--- config.mk ---
export PLATFORM = sky130hd
export DESIGN_NAME = mem_stage_ctrl
export DESIGN_NICKNAME = d
export VERILOG_FILES = /design/src/rtl/mem_stage_ctrl.sv
export SDC_FILE = /design/constraint.sdc
export NUM_CORES = 1
export LEC_CHECK = 0
export CAP_MARGIN = 0
export CORE_ASPECT_RATIO = 0.8
export CORE_MARGIN = 4
export CORE_UTILIZATION = 40
export DETAILED_ROUTE_END_ITERATION = 12
export GPL_TIMING_DRIVEN = 0
export PLACE_DENSITY = 0.8
export SLEW_MARGIN = 5
export SYNTH_ARGS = -nofsm -noshare
export SYNTH_HDL_FRONTEND = slang
export SYNTH_SLANG_ARGS = --single-unit
export TNS_END_PERCENT = 20
--- constraint.sdc ---
create_clock -name clk_i -period 2.6 [get_ports clk_i]
set_clock_uncertainty 0.1 [all_clocks]
set_input_delay 0.26 -clock clk_i [delete_from_list [all_inputs] [get_ports clk_i]]
set_output_delay 0.26 -clock clk_i [all_outputs]
set_load 0.005 [all_outputs]
--- src/rtl/mem_stage_ctrl.sv ---
// mem_stage_ctrl: memory-stage access controller between the EX/MEM register
// and a level-handshake data memory. Freezes the pipeline while an access is
// outstanding, captures load data for MEM/WB, and flags misaligned requests
// and memory timeouts without hanging the pipeline.
module mem_stage_ctrl #(
    parameter int unsigned TIMEOUT = 255
) (
    input  logic        clk_i,
    input  logic        rst_i,
    input  logic        MemRead_i,
    input  logic        MemWrite_i,
    input  logic [31:0] addr_i,
    input  logic [31:0] data_i,
    output logic        stall_o,
    output logic [31:0] data_o,
    output logic        misalign_o,
    output logic        err_o,
    output logic        mem_enable_o,
    output logic        mem_write_o,
    output logic [31:0] mem_addr_o,
    output logic [31:0] mem_data_o,
    input  logic        mem_ack_i,
    input  logic [31:0] mem_data_i
);

    typedef enum logic [1:0] {
        IDLE   = 2'd0,
        ACCESS = 2'd1,
        DONE   = 2'd2
    } state_t;

    // Counter value in the last ACCESS cycle allowed before abort.
    localparam logic [7:0] TO_LAST = 8'(TIMEOUT - 1);

    state_t      state_q, state_d;
    logic [7:0]  cnt_q, cnt_d;
    logic [31:0] addr_q, addr_d;
    logic [31:0] wdata_q, wdata_d;
    logic        write_q, write_d;
    logic [31:0] rdata_q, rdata_d;
    logic        mis_q, mis_d;
    logic        err_q, err_d;

    logic req;
    logic aligned;
    logic start;
    logic ack_hit;
    logic timeout_hit;

    assign req         = MemRead_i | MemWrite_i;
    assign aligned     = (addr_i[1:0] == 2'b00);
    assign start       = (state_q == IDLE) & req & aligned;
    assign ack_hit     = (state_q == ACCESS) & mem_ack_i;
    // Ack takes priority: a timeout only fires in a cycle with no ack.
    assign timeout_hit = (state_q == ACCESS) & ~mem_ack_i & (cnt_q == TO_LAST);

    // State register.
    always_ff @(posedge clk_i or negedge rst_i) begin
        if (!rst_i) state_q <= IDLE;
        else        state_q <= state_d;
    end

    // Next-state logic; DONE always returns to IDLE so the stale request
    // still sitting in EX/MEM is never re-issued.
    always_comb begin
        state_d = state_q;
        unique case (state_q)
            IDLE:    if (start) state_d = ACCESS;
            ACCESS:  if (ack_hit || timeout_hit) state_d = DONE;
            DONE:    state_d = IDLE;
            default: state_d = IDLE;
        endcase
    end

    // Output decode; stall is forced low while reset is held.
    always_comb begin
        stall_o      = rst_i & (start | (state_q == ACCESS));
        mem_enable_o = (state_q == ACCESS);
    end

    // Datapath next-state: request latch, wait counter, load data, pulses.
    always_comb begin
        cnt_d   = cnt_q;
        addr_d  = addr_q;
        wdata_d = wdata_q;
        write_d = write_q;
        rdata_d = rdata_q;
        mis_d   = 1'b0;
        err_d   = 1'b0;
        unique case (state_q)
            IDLE: begin
                if (start) begin
                    addr_d  = addr_i;
                    wdata_d = data_i;
                    write_d = MemWrite_i;   // read+write together counts as store
                    cnt_d   = 8'd0;
                end else if (req) begin
                    mis_d   = 1'b1;
                end
            end
            ACCESS: begin
                if (ack_hit) begin
                    if (!write_q) rdata_d = mem_data_i;
                end else if (timeout_hit) begin
                    if (!write_q) rdata_d = 32'd0;
                    err_d = 1'b1;
                end else begin
                    cnt_d = cnt_q + 8'd1;
                end
            end
            default: ;
        endcase
    end

    // Datapath registers.
    always_ff @(posedge clk_i or negedge rst_i) begin
        if (!rst_i) begin
            cnt_q   <= 8'd0;
            addr_q  <= 32'd0;
            wdata_q <= 32'd0;
            write_q <= 1'b0;
            rdata_q <= 32'd0;
            mis_q   <= 1'b0;
            err_q   <= 1'b0;
        end else begin
            cnt_q   <= cnt_d;
            addr_q  <= addr_d;
            wdata_q <= wdata_d;
            write_q <= write_d;
            rdata_q <= rdata_d;
            mis_q   <= mis_d;
            err_q   <= err_d;
        end
    end

    assign data_o      = rdata_q;
    assign misalign_o  = mis_q;
    assign err_o       = err_q;
    assign mem_write_o = write_q;
    assign mem_addr_o  = addr_q;
    assign mem_data_o  = wdata_q;

endmodule

-- Yosys cells after proc, flatten, opt, wreduce, memory -nomap -nowiden
Index checks and enable logic that the tools add are counted.
- input bits: 101
- logic and storage cells: 52
- register bits after elaboration: 109
- reduce and logical (&&, ||, !) cells: 9
- bitwise operators: 9
- multiplexer cells: 17
- equal/unequal tests: 8
- $add $sub $neg: 1
- operators by type and width (operator ; number):
    2-to-1 mux 32 bit ; 4
    2-to-1 mux 8 bit ; 3
    one-hot mux 8 bit (2 select lines) ; 1
    != test 2 bit, second input constant ; 5
    adder 8 x 1 -> 8 bit, second input constant ; 1
    equality test 8 bit, second input constant ; 1
    AND reduction 4 bit ; 2
    AND 1 bit ; 6
    2-to-1 mux 1 bit ; 6
    zero test 2 bit ; 2
    2-to-1 mux 2 bit ; 2
    one-hot mux 2 bit (2 select lines) ; 1
    AND reduction 2 bit ; 2
    nonzero test 2 bit ; 2
    equality test 2 x 1 -> 1 bit, second input constant ; 1
    != test 2 x 1 -> 1 bit, second input constant ; 1
    bitwise OR 1 bit ; 2
    logical OR 1 bit ; 1
    inverter 1 bit ; 1

-- Longest topological paths before layout
- depth after elaboration: 6
- gate-level depth with buffers: 7
- mapped depth without buffers: 7

-- Worst setup path after synthesis
OpenSTA, ideal clock, no wires.
- path kind: reg2reg
- start: reg state_q[1]
- end: reg cnt_q[4]
- stages on the path, launching flop included: 6
- setup slack: 0.811 ns
- library setup time: 0.124 ns
- buffers on the path: 2
- arrival: 1.565 ns
- cell sequence: dfrtp_1 or4b_1 buf_2 buf_6 and2_4 a211o_1
- longest elaborated chain between the ends: 5
- elaborated cells between the ends (all ways): 13
- those cells by class: eq/ne: 4; mux: 1; bitwise: 5; reduce/logical: 3
- ends and longest elaborated chain (element ; line ; text):
    from (decl) ; 35 ; state_t state_q, state_d;
    from (signal assigned) ; 60 ; else state_q <= state_d;
    equality test 2 x 1 -> 1 bit or zero test 2 bit (tied branches) ; -- ;
    AND 1 bit, on equally long branches (2 in a row) ; 55, 52 ;
    != test 2 bit (no source line) ; -- ;
    AND reduction 4 bit (no source line) ; -- ;
    to (signal assigned) ; 126 ; cnt_q <= cnt_d;
    to (decl) ; 36 ; logic [7:0] cnt_q, cnt_d;
Parallel ways exist; a longest one is shown, timed or not.
A chain may end at the register's enable or synchronous reset.

-- Worst setup path after layout
- start: in addr_i[1]
- end: out stall_o
- longest elaborated chain between the ends: 4
- ends and longest elaborated chain (element ; line ; text):
    from (decl) ; 12 ; input logic [31:0] addr_i,
    zero test 2 bit ; 51 ; assign aligned = (addr_i[1:0] == 2'b00);
    AND 1 bit ; 52 ; assign start = (state_q == IDLE) & req & aligned;
    bitwise OR 1 bit ; 77 ; stall_o = rst_i & (start | (state_q == ACCESS));
    AND 1 bit ; 77 ;
    to (decl) ; 14 ; output logic stall_o,
Every way passes these cells.

==> flow_summary.json <==
{
  "setup_violations": 0,
  "clkLatencyLatePin_ns": 0.32,
  "syn_area_per_cell_um2": 14.9,
  "crit_fanout": 16,
  "peakVddDrop_mv": 0.509,
  "synth_top_family_by_area": "multiplexers",
  "yosysUniqueCellTypes": 30,
  "core_um2": 9850,
  "final_hold_viol_count": 0,
  "muxShareOfSynthArea": 0.172,
  "crit_required_ns": 2.24,
  "port_buffers": 201,
  "htreeDepth": 3,
  "postCtsSetupBuffers": 0,
  "crit_type": "input port to output pin",
  "grt_pass1_wl_um": 17100,
  "hold-worst-slack_ns": 0.314,
  "grt_max_degree": 74,
  "preCtsSetupSlack_ns": -0.116,
  "fp-row-count": 32,
  "stdcell_area_um2": 6630,
  "ios": 202,
  "ys_seq_area_frac": 0.663,
  "drive_gt1_frac": 0.180,
  "fin_util": 0.673,
  "finalCritPeriodShare": 0.962,
  "slew_violations": 0,
  "gr-total-overflow": 0,
  "drc": 0,
  "min_path_type": "input port to async pin",
  "layout.cells.non_filler": 630,
  "nNetsFinal": 592,
  "area_growth_pct": 61.0,
  "cts_buffer_depth": 2,
  "total_leakage_power_nw": 2.81,
  "synth-simple-area-share": 0.0432,
  "place_area_um2": 6330,
  "synth-compound-area-share": 0.0924,
  "synth_fa_ha_area_frac": 0.00608,
  "cts_tree": "done",
  "clock_sinks": 109,
  "rsz0062_at_grt": "no",
  "routed_wl_um": 10600,
  "critPathLaunchType": "input port",
  "die-height_um": 98.7,
  "maxCapViolCount": 0,
  "die_w_um": 121,
  "end_kind": "output pin",
  "fillCellCount": 778,
  "antenna_found_initial": 0,
  "cellPowerDensity_nw_per_um2": 872,
  "status": "complete, no violations",
  "place.gp.congestion": 0.886,
  "vias": 3012,
  "worst_pin_slew_ns": 0.435,
  "crit_arrival_ns": 2.14,
  "routed_via_density": 4.78,
  "synthCells": 276,
  "synthXorXnorAreaFrac": 0.00213,
  "clk_pin_slew_ns": 0.07,
  "cts_buffers": 9,
  "routedWlPerCell_um": 16.8,
  "hpwl_um": 8190,
  "fin_ws_ns": 0.100,
  "initial_core_util": 0.418,
  "synth_nets": 379,
  "reg2reg_slack_ns": 0.54,
  "drtPass1Iterations": 4,
  "r2r_cells": 7,
  "finalWorstPathRequiredPeriod_ns": 2.50,
  "root_buffer": "clkbuf_16",
  "slew-limit-headroom": 0.710,
  "synthesis.area_um2": 4120,
  "antenna_left": 0,
  "ys_seq_elements": 109,
  "dp.cells": 614,
  "drt_iter0_markers": 141,
  "grt_use_total": 0.179,
  "dieArea_um2": 12000,
  "first_global_vias": 3302,
  "fmaxAchievable_ghz": 0.400,
  "yosys_warnings": 0,
  "diodes": 0
}
per-layer routing:
| layer | routed length [um] | track usage | share of wire | vias up |
|---|---|---|---|---|
| li1 | - | - | - | 1418 |
| met1 | 4380 | 0.222 | 0.41 | 1452 |
| met2 | 5200 | 0.299 | 0.49 | 134 |
| met3 | 909 | 0.0666 | 0.086 | 8 |
| met4 | 119 | 0.0413 | 0.011 | 0 |
| met5 | 0 | 0 | 0 | - |
cell usage after synthesis, drive strengths merged:
cell type  count  share of area
nand3          7         0.0085
or4b           1         0.0024
o21ba          1         0.0024
nor4           2         0.0030
and2           4         0.0067
a31oi          2         0.0030
nand2b         3         0.0046
o22a           1         0.0021
clkbuf         8         0.0073
a21boi         1         0.0018
nor3           1         0.0012
dfrtp        109           0.66
nand2          3         0.0027
ha             2         0.0061
nor3b          1         0.0018
buf            8          0.011
xnor2          1         0.0021
mux2          63           0.17
a211o          1         0.0021
and3           1         0.0015
nand4          1         0.0015
nor2          10         0.0091
a21oi          2         0.0024
a22o          32          0.068
inv            3         0.0027
a21o           1         0.0018
o21ai          7         0.0085
power breakdown:
group	leakage (nW)	internal (W)	total [W]	switching [W]
logic	1.33	0.00141	0.00197	0.000562
clock network	0.135	0.000706	0.00128	0.000574
registers	1.34	0.00223	0.00253	0.000304
logic make-up after synthesis:
logic type | count (synthesis)
AOI/OAI and AO/OA | 48
xor gates and xnor gates | 1
DFF | 109
muxes | 63
and+or+nand+nor | 34
buffers and inverters | 19
adders and majority gates | 2
registers in the layout, indices dropped and copies added (netlist names):
| name | flops |
|---|---|
| cnt_q | 8 |
| data_o | 32 |
| mem_addr_o | 32 |
| err_o | 1 |
| mem_write_o | 1 |
| state_q | 2 |
| misalign_o | 1 |
| mem_data_o | 32 |
worst max-delay path, cell delays in order:
cell             delay (ns)
clkdlybuf4s50_1        0.40
nor2_1                 0.15
or4b_1                 0.47
buf_6                  0.18
a21boi_0               0.16
clkdlybuf4s50_1        0.52
through the flow:
stage	TNS [ns]	total power [W]
floorplan	0	0.00313
global placement	-321.89	0.00449
detailed placement	-0.116	0.00455
CTS	0	0.00587
global route	0	0.00612
finish	0	0.00578
layout make-up:
type	instances	area [um2]	share of cell area
Clock buffer	12	256	0.0387
Buffer	15	77.6	0.0117
Tap cell	136	170	0.0257
Multi-Input combinational cell	148	1300	0.196
Sequential cell	109	2730	0.412
Inverter	3	11.3	0.00170
Timing Repair Buffer	203	2050	0.309
Clock inverter	4	32.5	0.00491
cell usage in the layout (no fill, tap or decap), drive strengths merged, types with 2 or more instances in the layout:
cell type      instances
ha                     2
nand3                  7
nor2                  10
clkinv                 2
mux2                  63
clkinvlp               2
a21oi                  2
clkbuf                20
nor4                   2
nand2                  3
clkdlybuf4s50        200
and2                   4
dfrtp                109
buf                    9
inv                    3
a31oi                  2
a22o                  32
o21ai                  7
nand2b                 3
what timing repair did:
action / in CTS / in global routing
gates cloned: 0 / 0
endpoints found under the setup margin: 1 / 1
hold buffers: 1 / 0
resized for setup: 1 / 1
hold endpoints to repair: 36 / 0
path summary, 6_finish.rpt:
check                          start             to
max in group asynchronous      rst_i  mem_data_o[3]
min                            rst_i      data_o[2]
max reg2reg                 cnt_q[0]       cnt_q[4]
min reg2reg                 cnt_q[7]       cnt_q[7]
max                        addr_i[1]        stall_o
min in group clk_i          cnt_q[7]       cnt_q[7]
No activity file was read; power rests on OpenSTA's default activity.
